<file path="src/rtl/fixed_div_pkg.sv">
// Shared definitions for the fixed-point arithmetic units: default Q-format and FSM encoding.
package fixed_div_pkg;

  localparam int unsigned DefaultD = 8;
  localparam int unsigned DefaultQ = 24;

  typedef enum logic [1:0] {
    StIdle = 2'd0,
    StCalc = 2'd1,
    StDone = 2'd2
  } state_e;

endpackage

</file>
<file path="src/rtl/fixed_div_sat_sign.sv">
// Applies sign, divide-by-zero and saturation to an unsigned quotient magnitude.
module fixed_div_sat_sign
  import fixed_div_pkg::*;
#(
  parameter int unsigned D = DefaultD,
  parameter int unsigned Q = DefaultQ
) (
  input  logic [D+2*Q-1:0] i_q,
  input  logic             i_sign,
  input  logic             i_dz,
  input  logic             i_asign,
  output logic [D+Q-1:0]   o_res
);

  localparam int unsigned W  = D + Q;
  localparam int unsigned NW = D + 2 * Q;

  localparam logic [W-1:0]  FixedMax = {1'b0, {(W-1){1'b1}}};
  localparam logic [W-1:0]  FixedMin = {1'b1, {(W-1){1'b0}}};
  // Largest representable magnitudes for positive and negative results.
  localparam logic [NW-1:0] MaxPos   = {{(Q+1){1'b0}}, {(W-1){1'b1}}};
  localparam logic [NW-1:0] MaxNeg   = {{Q{1'b0}}, 1'b1, {(W-1){1'b0}}};

  always_comb begin
    o_res = '0;
    if (i_dz) begin
      o_res = i_asign ? FixedMin : FixedMax;
    end else if (!i_sign) begin
      o_res = (i_q > MaxPos) ? FixedMax : i_q[W-1:0];
    end else begin
      o_res = (i_q > MaxNeg) ? FixedMin : (~i_q[W-1:0] + 1'b1);
    end
  end

endmodule

</file>
<file path="src/rtl/fixed_div.sv">
// Iterative signed QD.Q restoring divider, one quotient bit per cycle, fixed latency.
// Define FIXED_DIV_CE_EN to add a clock-enable input that freezes all state when low.
module fixed_div
  import fixed_div_pkg::*;
#(
  parameter int unsigned D = DefaultD,
  parameter int unsigned Q = DefaultQ
) (
  input  logic           clk,
  input  logic           rst,
`ifdef FIXED_DIV_CE_EN
  input  logic           ce,
`endif
  input  logic           new_data,
  output logic           ready,
  input  logic [D+Q-1:0] a,
  input  logic [D+Q-1:0] b,
  output logic           output_valid,
  output logic [D+Q-1:0] r,
  output logic           div_by_zero
);

  localparam int unsigned W    = D + Q;
  localparam int unsigned NW   = D + 2 * Q;
  localparam int unsigned CntW = $clog2(NW + 1);

  logic            w_ce;
  state_e          r_state, w_state_next;
  logic [CntW-1:0] r_cnt;
  logic [NW-1:0]   r_num;
  logic [W-1:0]    r_rem, r_bmag;
  logic            r_sign, r_asign, r_dz;
  logic [W-1:0]    r_res;
  logic            r_valid, r_dz_out;

  logic [W-1:0]    w_amag, w_bmag, w_rem_diff, w_rem_next, w_sat;
  logic [W:0]      w_rem_sh;
  logic            w_ge;

`ifdef FIXED_DIV_CE_EN
  assign w_ce = ce;
`else
  assign w_ce = 1'b1;
`endif

  // Magnitudes are unsigned W bits, so |MIN| is exact.
  assign w_amag = a[W-1] ? (~a + 1'b1) : a;
  assign w_bmag = b[W-1] ? (~b + 1'b1) : b;

  // Remainder stays below |b| <= 2^(W-1), so the difference fits in W bits.
  assign w_rem_sh   = {r_rem, r_num[NW-1]};
  assign w_ge       = (w_rem_sh >= {1'b0, r_bmag});
  assign w_rem_diff = w_rem_sh[W-1:0] - r_bmag;
  assign w_rem_next = w_ge ? w_rem_diff : w_rem_sh[W-1:0];

  fixed_div_sat_sign #(
    .D (D),
    .Q (Q)
  ) u_sat (
    .i_q     (r_num),
    .i_sign  (r_sign),
    .i_dz    (r_dz),
    .i_asign (r_asign),
    .o_res   (w_sat)
  );

  always_ff @(posedge clk or posedge rst) begin
    if (rst) begin
      r_state <= StIdle;
    end else if (w_ce) begin
      r_state <= w_state_next;
    end
  end

  always_comb begin
    w_state_next = r_state;
    unique case (r_state)
      StIdle:  if (new_data) w_state_next = StCalc;
      StCalc:  if (r_cnt == CntW'(1)) w_state_next = StDone;
      StDone:  w_state_next = StIdle;
      default: w_state_next = StIdle;
    endcase
  end

  always_ff @(posedge clk or posedge rst) begin
    if (rst) begin
      r_cnt    <= '0;
      r_num    <= '0;
      r_rem    <= '0;
      r_bmag   <= '0;
      r_sign   <= 1'b0;
      r_asign  <= 1'b0;
      r_dz     <= 1'b0;
      r_res    <= '0;
      r_valid  <= 1'b0;
      r_dz_out <= 1'b0;
    end else if (w_ce) begin
      r_valid <= 1'b0;
      unique case (r_state)
        StIdle: begin
          if (new_data) begin
            r_sign  <= a[W-1] ^ b[W-1];
            r_asign <= a[W-1];
            r_dz    <= (b == '0);
            r_bmag  <= w_bmag;
            r_num   <= {w_amag, {Q{1'b0}}};
            r_rem   <= '0;
            r_cnt   <= CntW'(NW);
          end
        end
        StCalc: begin
          // Quotient bits shift into the numerator register as its bits are consumed.
          r_rem <= w_rem_next;
          r_num <= {r_num[NW-2:0], w_ge};
          r_cnt <= r_cnt - 1'b1;
        end
        StDone: begin
          r_res    <= w_sat;
          r_dz_out <= r_dz;
          r_valid  <= 1'b1;
        end
        default: ;
      endcase
    end
  end

  assign ready        = (r_state == StIdle);
  assign output_valid = r_valid;
  assign r            = r_res;
  assign div_by_zero  = r_dz_out;

endmodule

</file>
<file path="config.mk">
export PLATFORM = sky130hd
export DESIGN_NAME = fixed_div
export DESIGN_NICKNAME = d
export VERILOG_FILES = /design/src/rtl/fixed_div_pkg.sv /design/src/rtl/fixed_div_sat_sign.sv /design/src/rtl/fixed_div.sv
export SDC_FILE = /design/constraint.sdc
export NUM_CORES = 1
export LEC_CHECK = 0
export ABC_CLOCK_PERIOD_IN_PS = 5000
export BUFFER_PORTS_ARGS = -buffer_cell sky130_fd_sc_hd__buf_2
export CORE_UTILIZATION = 23
export DETAILED_ROUTE_END_ITERATION = 8
export SYNTH_ARGS = -nofsm -noshare
export SYNTH_HDL_FRONTEND = slang
export SYNTH_SLANG_ARGS = --single-unit
</file>
<file path="constraint.sdc">
create_clock -name clk -period 5 [get_ports clk]
set_input_delay 0.25 -clock clk [delete_from_list [all_inputs] [get_ports clk]]
set_output_delay 0.25 -clock clk [all_outputs]
set_load 0.005 [all_outputs]
</file>
## After elaboration in Yosys (flattened, before gate mapping)

Index checks and enable logic that the tools add are counted.

- $lt $le $gt $ge: 3
- Multiply operators: 0
- Add/sub/neg operators: 5
- Divide/modulo/power cells: 0
- Mux-type cells: 18
- Eq/ne operators: 5
- Reductions and logical operators: 6
- Shifts and indexed selects: 0
- Bitwise operators: 4

Operator list:

| kind | count |
|---|---|
| two-way mux 32 bit | 9 |
| one-hot mux 56 bit (2 select lines) | 1 |
| adder 32 x 1 -> 32 bit, second input constant | 3 |
| NOT 32 bit | 3 |
| one-hot mux 32 bit (2 select lines) | 1 |
| greater-than comparator 56 x 31 -> 1 bit, second input constant | 1 |
| greater-than comparator 56 x 32 -> 1 bit, second input constant | 1 |
| two-way mux 56 bit | 1 |
| >= comparator 33 x 32 -> 1 bit | 1 |
| logical NOT 32 bit | 1 |
| subtractor 32 bit | 1 |
| one-hot mux 6 bit (2 select lines) | 1 |
| equality test 6 x 1 -> 1 bit, second input constant | 1 |
| two-way mux 6 bit | 1 |
| AND reduction 2 bit | 3 |
| subtractor 6 x 1 -> 6 bit, second input constant | 1 |
| two-way mux 2 bit | 2 |
| inequality test 2 bit, second input constant | 2 |
| one-hot mux 2 bit (2 select lines) | 1 |
| equality test 2 x 1 -> 1 bit, second input constant | 1 |
| equality test 2 bit, second input constant | 1 |
| logical NOT 2 bit | 1 |
| nonzero test 2 bit | 1 |
| two-way mux 1 bit | 1 |
| XOR 1 bit | 1 |

- Flip-flop bits (word level): 165
- Output and inout port bits: 35
- ROM bits: 0
- Memories: 0
- Bits in latches: 0
- Input port bits: 67
- Bits in writable memories: 0
- Logic and storage cells: 52

## Depth between registers and ports, before layout

Gate-level depths: netlist of the first run.

- Depth after elaboration: 5
- Gate-level depth with buffers: 14
- Mapped depth without buffers: 12

## Modules after synthesis

From an unflattened synthesis of the first run, not the netlist that was laid out.

- Cell total of the unflattened synthesis: 1261
- Area total of the unflattened synthesis: 10847.9 µm²

Modules (own cells, without submodules):

| module | area each (µm²) | cells an instance | seq. area each (µm²) | instances |
|---|---|---|---|---|
| fixed_div | 9615.5 | 1064 | 4129.0 | 1 |
| fixed_div_sat_sign | 1232.4 | 197 | 0.0 | 1 |

## Worst setup path after synthesis of the first run

Ideal clock, no wire load.

- Kind: reg-to-reg
- Start point: register r_num[0]
- End point: register r_res[18] (netlist: r[18])
- Cell stages (with the launch flop): 12
- Required time: 4.918 ns
- Clock period less this slack: 3.151 ns
- Arrival: 3.069 ns
- Setup slack: 1.849 ns
- Cell sequence: dfrtp_1 > inv_1 > ha_1 > or3b_4 > or3_4 > nor3_4 > nand3_2 > o41ai_4 > nand3_2 > buf_2 > or3_1 > a31oi_1

- Longest elaborated chain between the ends: 5
- Elaborated cells between the ends (all ways): 8

Ends and longest elaborated chain:

| item | RTL line | RTL |
|---|---|---|
| start: declaration | fixed_div.sv:30 | `logic [NW-1:0] r_num;` |
| start signal: assignment | fixed_div.sv:106 | `r_num <= {w_amag, {Q{1'b0}}};` |
| start signal: assignment | fixed_div.sv:114 | `r_num <= {r_num[NW-2:0], w_ge};` |
| NOT 32 bit | fixed_div_sat_sign.sv:31 | `o_res = (i_q > MaxNeg) ? FixedMin : (~i_q[W-1:0] + 1'b1);` |
| adder 32 x 1 -> 32 bit | fixed_div_sat_sign.sv:31 |  |
| two-way mux 32 bit | fixed_div_sat_sign.sv:31 |  |
| two-way mux 32 bit (*) | fixed_div_sat_sign.sv:28 | `end else if (!i_sign) begin` |
| two-way mux 32 bit (*) | fixed_div_sat_sign.sv:26 | `if (i_dz) begin` |
| end signal: assignment | fixed_div.sv:118 | `r_res <= w_sat;` |
| end: declaration | fixed_div.sv:33 | `logic [W-1:0] r_res;` |

Mark *: on every way between the ends. The rest lies on a longest branch, timed or not.
A chain may end at the register's enable or synchronous reset.

## Worst setup path after layout of the first run

- Start point: register r_num[0]
- End point: register r_res[29] (netlist: r[29])

The elaborated chain is that of the path after synthesis.

==> summary.txt, run 1 <==
Count of unique library cells instantiated by Yosys = 69
Number of enable-type register cells in the synthesized netlist = 0
Maximum buffer depth of the clock tree = 2
Global-route wire length before repair = 48300 um
Area of the die = 46800 um^2
Max-Cap Viols = 0
Adder-cell area share of the yosys netlist = 4.57%
Detailed-routed wire length on met3 = 786 um
Cell count after synthesis = 1255
Row cnt = 78
Switching share of total power = 44.6%
Rel. slew slack = 25.4%
Net total in the final layout = 1419
Power density normalized to cell area = 668 nW/um^2
Complex-gate fraction of the synthesized area = 23.9%
Most instantiated flip-flop cell in the synthesis netlist = sky130_fd_sc_hd__dfrtp_1
Worst hold path startpoint = a[0]
Root cell of the clock tree = sky130_fd_sc_hd__clkbuf_16
Warnings from Yosys = 0
Cells along the critical path = inv_1 > ha_1 > or3b_4 > or3_4 > nor3_4 > nand3_2 > o41ai_4 > nand2_2 > nor2_2 > a221oi_1 > a21oi_1
CTS HTree Levels = 4
Worst endpoint required time = 5390 ps
Xor/xnor share of the synthesized area = 7.29%
Startpoint kind of the worst setup timing path = flip-flop
Sum of negative setup slack = 0 ps
Per-cell routed wire length = 15.1 um
Share of synthesized area occupied by flip-flops and latches = 39.1%
Number of global-route vias before repair = 9383
Chip width = 216 um
Share of the synthesized area in the top cell type = 39.1%
Worst Setup End Kind = flip-flop
Y dimension of the die = 216 um
Most area-consuming cells after synthesis = sky130_fd_sc_hd__dfrtp_1, sky130_fd_sc_hd__o21ai_0, sky130_fd_sc_hd__nand2_1
Final clock skew = 9.99 ps
Category of the most critical setup path = reg -> reg
GRT Resource Usage Total = 12.9%
Simple-gate share of the synthesized area = 17.8%
Count of inserted antenna diode cells = 0
Gp weighted congestion = 0.861
Final clock period utilization by the worst path = 79.9%
DRC violation count after routing = 0
Clock transition time at the flip-flop clock pins of the worst setup and hold paths = 70 ps
Highest clock rate = 250 MHz
Unrepaired setup endpoints after global routing = false
Mean instance size in the synthesized netlist = 8.42 um^2
Top Metal Used = met4
CP bufs+invs = 1
Num CTS Buffers = 17
Routed length on met1 = 14000 um
Number of antenna violations at the first check in global routing = 1
Most numerous cell types in the synthesized netlist = sky130_fd_sc_hd__o21ai_0, sky130_fd_sc_hd__nand2_1, sky130_fd_sc_hd__dfrtp_1, sky130_fd_sc_hd__xor2_1, sky130_fd_sc_hd__clkbuf_1
Setup crit start = r_num[0]
Detailed Route Iter0 Violations = 462
Slew at the pin closest to its max-slew limit = 1120 ps
Static leakage = 0.00502 uW
I/O Buffers = 101
Largest net degree at the start of global routing = 94
Critical Path Stages = 11
Summed instance area of the synthesized netlist = 10600 um^2
Family of cells with the greatest summed delay on the critical path = simple AND/OR/NAND/NOR gates
Mux cell area share after synthesis = 2.85%
Final antenna-violating net count = 0
Grt total ovfl = 0
Vias per Instance = 4.87
HPWL after DPL = 20600 um
Ratio of cells with drive above 1 in the final layout = 12.4%
Area delta synth->final = 16.1%
Async set-reset flop share out of synthesis = 100%
Largest family of logic cells by synthesized area = compound AO/OA/AOI/OAI gates
Clock tree sinks = 165
Delay of the slowest cell on the worst path = 630 ps
Cell taking the most area after synthesis = sky130_fd_sc_hd__dfrtp_1
Maximum VDD drop = 218 uV
Post-synth net total = 1360
Final period demand of the worst path = 3990 ps
Relative contribution of the clock network to total power = 16.2%
Internal power consumption = 4540 uW
Outcome = finished, final reports clean
Number of max-slew violations in the final report = 0
Reg-to-Reg Start = r_num[0]
Power share of the sequential group = 30.1%
I/O pins = 102
Net switching power = 3660 uW
Routed met2 length = 13800 um
Cells on worst reg2reg path = 11
Final setup violation count = 0
CP Max Fanout = 24
Overall via count from detail_route = 9387
Hold Path Depth = 3
Setup repair bufs after CTS = 0
TritonCTS clock tree = done
CP Data Arrival Time = 4380 ps
Cell with the largest stage delay on the worst path = sky130_fd_sc_hd__o41ai_4
Clock latency at the later pin of the worst-skew pair = 460 ps
Overall power = 8200 uW
Initial Util = 23.3%
Final hold violation count = 0
Hold WC Path Type = in -> reg
Detailed Route WL = 29100 um
Number of search-and-repair iterations in the first detailed-routing pass = 5
Flip-flop and latch count after synthesis = 165
Combinational share of power = 53.7%
Leading cell type by number of instances after synthesis = sky130_fd_sc_hd__o21ai_0
Standard cell core area = 45400 um^2
-- flip-flops by register name (all words and copies together), names as in the netlist --
name / cells
r_num: 56
r_state: 2
r_cnt: 6
r: 32
div_by_zero: 1
r_sign: 1
output_valid: 1
r_bmag: 32
r_dz: 1
r_rem: 32
r_asign: 1
-- cell usage in the layout (no fill, tap or decap), types with 9 or more instances in the layout --
cell type / count
sky130_fd_sc_hd__a21oi_1: 58
sky130_fd_sc_hd__a22oi_1: 30
sky130_fd_sc_hd__a31oi_1: 19
sky130_fd_sc_hd__buf_2: 101
sky130_fd_sc_hd__clkbuf_16: 17
sky130_fd_sc_hd__dfrtp_1: 165
sky130_fd_sc_hd__ha_1: 37
sky130_fd_sc_hd__inv_1: 54
sky130_fd_sc_hd__mux2i_1: 29
sky130_fd_sc_hd__nand2_1: 165
sky130_fd_sc_hd__nand2b_1: 17
sky130_fd_sc_hd__nand3_1: 24
sky130_fd_sc_hd__nand3b_1: 10
sky130_fd_sc_hd__nand4_1: 9
sky130_fd_sc_hd__nor2_1: 51
sky130_fd_sc_hd__nor3_1: 26
sky130_fd_sc_hd__nor4_1: 19
sky130_fd_sc_hd__o211ai_1: 10
sky130_fd_sc_hd__o21ai_0: 197
sky130_fd_sc_hd__o21ai_1: 14
sky130_fd_sc_hd__o31ai_1: 28
sky130_fd_sc_hd__or3_1: 20
sky130_fd_sc_hd__xnor2_1: 25
sky130_fd_sc_hd__xor2_1: 63
-- through the flow --
stage               hold slack (ps)  setup WS, ps  utilization [%]  cells  instance area, um^2
finish                         68.1          1010             27.1   1927                12300
global route                   57.5           736             27.1   1927                12300
CTS                            28.5          1070             27.1   1927                12300
detailed placement              453          1090             25.7   1894                11700
global placement                440          1150             25.7   1894                11700
floorplan                       378           288                -   1255                10600
-- path summary, 6_finish.rpt --
kind,end,slack [ps]
min in group asynchronous,r_rem[8],480
max reg2reg,r[29],1010
max in group asynchronous,r[12],3560
min,r_num[24],70
min reg2reg,r_bmag[19],480
max,r[29],1010
-- final cells by class --
cell class | instances | area, um^2
tap | 600 | 751
clock inverter | 11 | 114
timing repair buffer | 111 | 608
sequential | 165 | 4130
inverter | 55 | 211
fill | 4914 | 33100
multi-input combinational | 964 | 5990
clock buffer | 21 | 480
-- power groups by stage --
stage               Sequential (uW)  Combinational [uW]  Clock, uW
finish                         2470                4400       1330
global route                   2560                4990       1420
CTS                            2470                4400       1370
detailed placement             2490                4380          0
global placement               2470                4310          0
floorplan                      2270                3530          0
-- metal layers --
| layer | GRT usage, % | vias to the layer above |
|---|---|---|
| li1 | - | 4622 |
| met1 | 16.9 | 4579 |
| met2 | 20.8 | 154 |
| met3 | 2.23 | 32 |
| met4 | 5.12 | 0 |
| met5 | 0 | - |
-- worst register-to-register path, cell delays in order (launching register included) --
cell                       delay (ps)
sky130_fd_sc_hd__dfrtp_1          410
sky130_fd_sc_hd__inv_1            120
sky130_fd_sc_hd__ha_1             200
sky130_fd_sc_hd__or3b_4           420
sky130_fd_sc_hd__or3_4            440
sky130_fd_sc_hd__nor3_4           240
sky130_fd_sc_hd__nand3_2          130
sky130_fd_sc_hd__o41ai_4          630
sky130_fd_sc_hd__nand2_2          420
sky130_fd_sc_hd__nor2_2           570
sky130_fd_sc_hd__a221oi_1         190
sky130_fd_sc_hd__a21oi_1          170
-- logic make-up after synthesis --
family          count (synthesis)
xor+xnor                       88
simple gates                  387
flops                         165
fa+ha+maj                      38
compound gates                421
mux                            30
buf+inv                       126
-- timing repair --
action,in CTS,in global routing
hold endpoints to repair,72,0
setup endpoints to repair,0,0
resized for setup,0,0
hold buffers,1,0
Power figures use the tool's default switching activity.
==> run 2: changes to the inputs <==
--- a/config.mk
+++ b/config.mk
@@ -5,7 +5,7 @@
 export SDC_FILE = /design/constraint.sdc
 export NUM_CORES = 1
 export LEC_CHECK = 0
-export ABC_CLOCK_PERIOD_IN_PS = 5000
+export ABC_CLOCK_PERIOD_IN_PS = 3520
 export BUFFER_PORTS_ARGS = -buffer_cell sky130_fd_sc_hd__buf_2
 export CORE_UTILIZATION = 23
 export DETAILED_ROUTE_END_ITERATION = 8
==> constraint.sdc (replaced) <==
create_clock -name clk -period 3.52 [get_ports clk]
set_input_delay 0.176 -clock clk [delete_from_list [all_inputs] [get_ports clk]]
set_output_delay 0.176 -clock clk [all_outputs]
set_load 0.005 [all_outputs]
==> run 2 against run 1 <==
Against the previous run: cell area increased by 2.8%; worst setup slack got worse by 860 ps; cell count increased by 2.2%; sequential share of layout area decreased by 0.93 points; worst hold slack got worse by 35 ps; via count increased by 2.0%; first-iteration DRC count increased by 35%; sequential power increased by 41%; non-clock buffer count increased by 42; clock power increased by 38%.
==> summary.txt, run 2 (synthesis results as in run 1) <==
Outcome = finished, final reports clean
Power density normalized to cell area = 931 nW/um^2
DRC violation count after routing = 0
Reg-to-Reg Start = r_num[1]
CP Data Arrival Time = 3760 ps
CTS HTree Levels = 4
Commonest non-fill, non-tap cells in the layout = sky130_fd_sc_hd__o21ai_0, sky130_fd_sc_hd__nand2_1, sky130_fd_sc_hd__dfrtp_1, sky130_fd_sc_hd__buf_2, sky130_fd_sc_hd__xor2_1
Worst reg-to-reg setup slack = 140 ps
Maximum VDD drop = 333 uV
Grt total ovfl = 0
Row cnt = 78
Final clock skew = 12.0 ps
Final setup violation count = 0
Ratio of cells with drive above 1 in the final layout = 14.6%
Sum of negative setup slack = 0 ps
Final hold slack = 33.0 ps
Global-route wire length before repair = 48400 um
Number of flip-flops under the largest register name = 56
Count of inserted antenna diode cells = 0
Startpoint kind of the worst setup timing path = flip-flop
Hold WC Path Type = in -> reg
Net total in the final layout = 1462
Largest net degree at the start of global routing = 68
Final hold violation count = 0
Unrepaired setup endpoints after global routing = false
Net switching power = 5200 uW
HPWL after DPL = 21000 um
Number of search-and-repair iterations in the first detailed-routing pass = 5
Setup crit start = r_num[1]
Number of antenna violations at the first check in global routing = 1
Initial Util = 23.3%
Overall via count from detail_route = 9574
Placed instance count = 1924
Clock transition time at the flip-flop clock pins of the worst setup and hold paths = 70 ps
Power share of the sequential group = 29.6%
Chip width = 216 um
Num CTS Buffers = 17
Overall power = 11800 uW
Worst Setup End Kind = flip-flop
Final antenna-violating net count = 0
Highest clock rate = 296 MHz
Number of max-slew violations in the final report = 0
I/O pins = 102
Standard cell core area = 45400 um^2
Maximum buffer depth of the clock tree = 2
Internal power consumption = 6550 uW
Per-cell routed wire length = 14.8 um
Leading cell type in the layout, fill and taps excluded = sky130_fd_sc_hd__o21ai_0
Worst endpoint required time = 3900 ps
GRT Resource Usage Total = 12.8%
Detailed Route Iter0 Violations = 624
Detailed Route WL = 29200 um
Slew at the pin closest to its max-slew limit = 1090 ps
FF-to-FF End = r[18]
Area of the die = 46800 um^2
Combinational share of power = 54.7%
Max-Cap Viols = 0
Final period demand of the worst path = 3380 ps
Capturing element of the worst setup path = r[18]
CP Max Fanout = 6
TritonCTS clock tree = done
Final instance count without filler cells = 1970
Number of global-route vias before repair = 9347
Category of the most critical setup path = reg -> reg
Y dimension of the die = 216 um
Utilization after layout = 27.8%
Root cell of the clock tree = sky130_fd_sc_hd__clkbuf_16
Rel. slew slack = 27.2%
Switching share of total power = 44.3%
Clock tree sinks = 165
Clock latency at the later pin of the worst-skew pair = 460 ps
Relative contribution of the clock network to total power = 15.7%
Area delta synth->final = 19.4%
Static leakage = 0.00521 uW
Final clock period utilization by the worst path = 96.0%
I/O Buffers = 101
Cells on worst reg2reg path = 11
Gp weighted congestion = 0.856
Vias per Instance = 4.86
Register containing the most flip-flops in the final layout = r_num
-- run 2: cell types whose count changed in the layout (fill, tap and decap cells not counted), sizes merged --
cell,before,now
nand3,26,27
inv,58,59
clkinv,5,4
buf,110,147
dlygate4sd3,1,6
-- run 2: per-layer routing --
layer	track usage (%)	share of wire (%)	up-vias
li1	-	-	4718
met1	16.5	47	4591
met2	20.9	47	223
met3	2.50	4.2	40
met4	4.93	1.9	2
met5	0	0.044	-
-- run 2: worst min-delay path by stage --
| stage | start | endpoint | slack, ps | cells after the start |
|---|---|---|---|---|
| floorplan | a[0] | r_num[24] | 300 | 2 |
| global placement | rst | r_rem[7] | 390 | 2 |
| detailed placement | rst | r_rem[7] | 410 | 2 |
| CTS | b[27] | r_bmag[27] | 1 | 3 |
| global route | b[25] | r_bmag[25] | 30 | 3 |
| finish | b[11] | r_bmag[11] | 30 | 3 |
-- run 2: power groups by stage --
stage               Clock (uW)  Sequential, uW  Combinational, uW
global placement             0            3470               6270
finish                    1840            3480               6430
global route              1980            3600               7300
floorplan                    0            3220               5010
CTS                       1900            3470               6430
detailed placement           0            3490               6380
-- run 2: through the flow --
step	setup slack (ps)	cell area [um^2]
2_1_floorplan	369	10600
3_3_place_gp	88.7	11900
3_5_place_dp	33.9	11900
4_1_cts	9.92	12500
5_1_grt	18.4	12600
6_report	141	12600
-- run 2: critical path: stages (launching register included) --
cell and delay (ps):
sky130_fd_sc_hd__dfrtp_1 410, sky130_fd_sc_hd__inv_1 100, sky130_fd_sc_hd__ha_1 190, sky130_fd_sc_hd__or3b_4 420, sky130_fd_sc_hd__or3_4 440, sky130_fd_sc_hd__nor3_4 190
sky130_fd_sc_hd__nand3_2 140, sky130_fd_sc_hd__o41ai_4 460, sky130_fd_sc_hd__nand3_4 210, sky130_fd_sc_hd__buf_12 220, sky130_fd_sc_hd__or3_1 330, sky130_fd_sc_hd__a31oi_1 180
-- run 2: area by class of cell --
type / instances / area, um^2
Fill cell: 4881 / 32800
Clock inverter: 11 / 118
Timing Repair Buffer: 153 / 961
Tap cell: 600 / 751
Inverter: 55 / 210
Sequential cell: 165 / 4130
Multi-Input combinational cell: 965 / 6010
Clock buffer: 21 / 450
-- run 2: repair_timing --
item                                    4_1_cts  5_1_grt
gates resized for setup                       0        2
hold endpoints to repair                     37        0
hold buffers                                  6        0
setup buffers                                 0        7
endpoints found under the setup margin        0       26
==> run 3: changes to the inputs <==
--- a/config.mk
+++ b/config.mk
@@ -7,8 +7,11 @@
 export LEC_CHECK = 0
 export ABC_CLOCK_PERIOD_IN_PS = 3520
 export BUFFER_PORTS_ARGS = -buffer_cell sky130_fd_sc_hd__buf_2
+export CELL_PAD_IN_SITES_DETAIL_PLACEMENT = 0
+export CELL_PAD_IN_SITES_GLOBAL_PLACEMENT = 1
 export CORE_UTILIZATION = 23
 export DETAILED_ROUTE_END_ITERATION = 8
+export PLACE_DENSITY_LB_ADDON = 0.1
 export SYNTH_ARGS = -nofsm -noshare
 export SYNTH_HDL_FRONTEND = slang
 export SYNTH_SLANG_ARGS = --single-unit
==> run 3 against run 2 <==
Against the previous run: sequential power fell by 2%; global-route usage rose by 2.4 points; worst setup slack improved by 94 ps; clock skew rose by 1.1 ps; via count fell by 1.5%; cell area rose by 0.62%; first-iteration DRC count rose by 1.1%; register-to-register slack improved by 90 ps; worst hold slack got worse by 4.5 ps; flip-flop and latch count did not move; combinational power rose by 5.8%; critical endpoint is now r[9]; largest power group unchanged.
==> summary.txt, run 3 (synthesis results as in run 1) <==
Sum of negative setup slack = 0 ps
Root cell of the clock tree = sky130_fd_sc_hd__clkbuf_16
I/O pins = 102
Register containing the most flip-flops in the final layout = r_num
Highest clock rate = 304 MHz
Worst slack at placement = 140 ps
Number of global-route vias before repair = 9537
Maximum VDD drop = 308 uV
Cell seen most often among critical-path stages = sky130_fd_sc_hd__nand3_2
Worst endpoint required time = 3900 ps
Startpoint kind of the worst setup timing path = flip-flop
Outcome = finished, final reports clean
CP Max Fanout = 16
Cells along the critical path = inv_1 > ha_2 > or3b_4 > or3_4 > nor3_4 > nand3_2 > o41ai_4 > buf_4 > nand3_2 > buf_12 > or3_1 > a31oi_1
Largest net degree at the start of global routing = 99
Num CTS Buffers = 17
Number of flip-flops under the largest register name = 56
Number of max-slew violations in the final report = 0
Count of inserted antenna diode cells = 0
DRC violation count after routing = 0
I/O Buffers = 101
Clock tree sinks = 165
Slew at the pin closest to its max-slew limit = 1010 ps
Final clock period utilization by the worst path = 93.3%
Vias per Instance = 4.79
Standard cell core area = 45400 um^2
Final antenna-violating net count = 0
Hold WC Path Type = in -> reg
Worst Setup End Kind = flip-flop
Cell with the largest stage delay on the worst path = sky130_fd_sc_hd__or3_4
Clock latency at the later pin of the worst-skew pair = 460 ps
Area of the die = 46800 um^2
Utilization after layout = 28.0%
Overall via count from detail_route = 9429
Net total in the final layout = 1459
Global-route wire length before repair = 55700 um
Post-Layout Inst Area = 12700 um^2
Post-route worst setup slack = 235 ps
Cells on worst reg2reg path = 12
Maximum buffer depth of the clock tree = 2
End of the worst hold path = r_bmag[0]
Number of search-and-repair iterations in the first detailed-routing pass = 5
Total cell area at the placement stage = 12000 um^2
Per-cell routed wire length = 17.5 um
Commonest non-fill, non-tap cells in the layout = sky130_fd_sc_hd__o21ai_0, sky130_fd_sc_hd__nand2_1, sky130_fd_sc_hd__dfrtp_1, sky130_fd_sc_hd__buf_2, sky130_fd_sc_hd__xor2_1
Detailed Route WL = 34300 um
FF-to-FF End = r[9]
Category of the most critical setup path = reg -> reg
Detailed Route Iter0 Violations = 631
Chip width = 216 um
Leading cell type in the layout, fill and taps excluded = sky130_fd_sc_hd__o21ai_0
Final hold violation count = 0
GRT Resource Usage Total = 15.2%
Ratio of cells with drive above 1 in the final layout = 15.0%
Final setup violation count = 0
Initial Util = 23.3%
Row cnt = 78
Clock transition time at the flip-flop clock pins of the worst setup and hold paths = 70 ps
Gp weighted congestion = 0.793
HPWL after DPL = 24500 um
Area delta synth->final = 20.2%
Reg-to-Reg Start = r_num[0]
Static leakage = 0.00527 uW
Final period demand of the worst path = 3280 ps
Hold Path Depth = 3
Max-Cap Viols = 0
Rel. slew slack = 32.5%
CP Data Arrival Time = 3660 ps
Final clock skew = 13.1 ps
TritonCTS clock tree = done
Y dimension of the die = 216 um
Grt total ovfl = 0
Number of antenna violations at the first check in global routing = 0
Delay of the slowest cell on the worst path = 440 ps
CP bufs+invs = 3
Unrepaired setup endpoints after global routing = false
CTS HTree Levels = 4
Power density normalized to cell area = 975 nW/um^2
Worst reg-to-reg setup slack = 240 ps
Worst hold path startpoint = b[0]
Family of cells with the greatest summed delay on the critical path = simple AND/OR/NAND/NOR gates
==> run 3: how the worst max path moves through the flow <==
stage	startpoint	end	slack, ps	cells past startpoint
after floorplan	r_num[0]	r[18]	370	11
after global placement	r_num[0]	r[9]	190	11
after detailed placement	r_num[0]	r[9]	140	11
after CTS	r_num[0]	r[9]	120	11
after global routing	r_rem[6]	r_rem[13]	20	11
final	r_num[0]	r[9]	240	12
==> run 3: area by class of cell <==
class	count	area (um^2)
repair buffers	151	953
clock inverters	14	223
inverters	55	210
well taps	600	751
fillers	4927	32700
clock buffers	18	429
flip-flops and latches	165	4130
multi-input cells	964	6010
==> run 3: layer usage <==
metal | global-route usage (%) | wire length [um]
met1 | 21.3 | 17200
met5 | 0 | 0
met2 | 24.3 | 16100
met3 | 2.01 | 724
met4 | 4.58 | 374
==> run 3: power by group <==
group / leakage, uW / internal [uW] / switching (uW) / total [uW]
Combinational: 0.00304 / 2920 / 3880 / 6800
Clock: 0.000323 / 1270 / 893 / 2170
Sequential: 0.00191 / 2710 / 717 / 3420
Total: 0.00527 / 6900 / 5490 / 12400
==> run 3: worst reg2reg max path, cell delays in order (launching register included) <==
cell                      delay, ps
sky130_fd_sc_hd__dfrtp_1        380
sky130_fd_sc_hd__inv_1          110
sky130_fd_sc_hd__ha_2           200
sky130_fd_sc_hd__or3b_4         420
sky130_fd_sc_hd__or3_4          440
sky130_fd_sc_hd__nor3_4         190
sky130_fd_sc_hd__nand3_2        140
sky130_fd_sc_hd__o41ai_4        280
sky130_fd_sc_hd__buf_4          190
sky130_fd_sc_hd__nand3_2        150
sky130_fd_sc_hd__buf_12         200
sky130_fd_sc_hd__or3_1          350
sky130_fd_sc_hd__a31oi_1        160
==> run 3: through the flow <==
stage	hold slack [ps]	total power, uW	std cells
floorplan	304	8230	1255
global placement	397	10400	1930
detailed placement	390	10300	1930
CTS	0.920	12600	1966
global route	25.9	13600	1967
finish	28.5	12400	1967
==> run 3: timing repair <==
action / in CTS / in global routing
endpoints found under the setup margin: 0 / 45
hold buffers: 4 / 0
endpoints found under the hold margin: 168 / 0
setup buffers: 0 / 1
resized for setup: 0 / 4
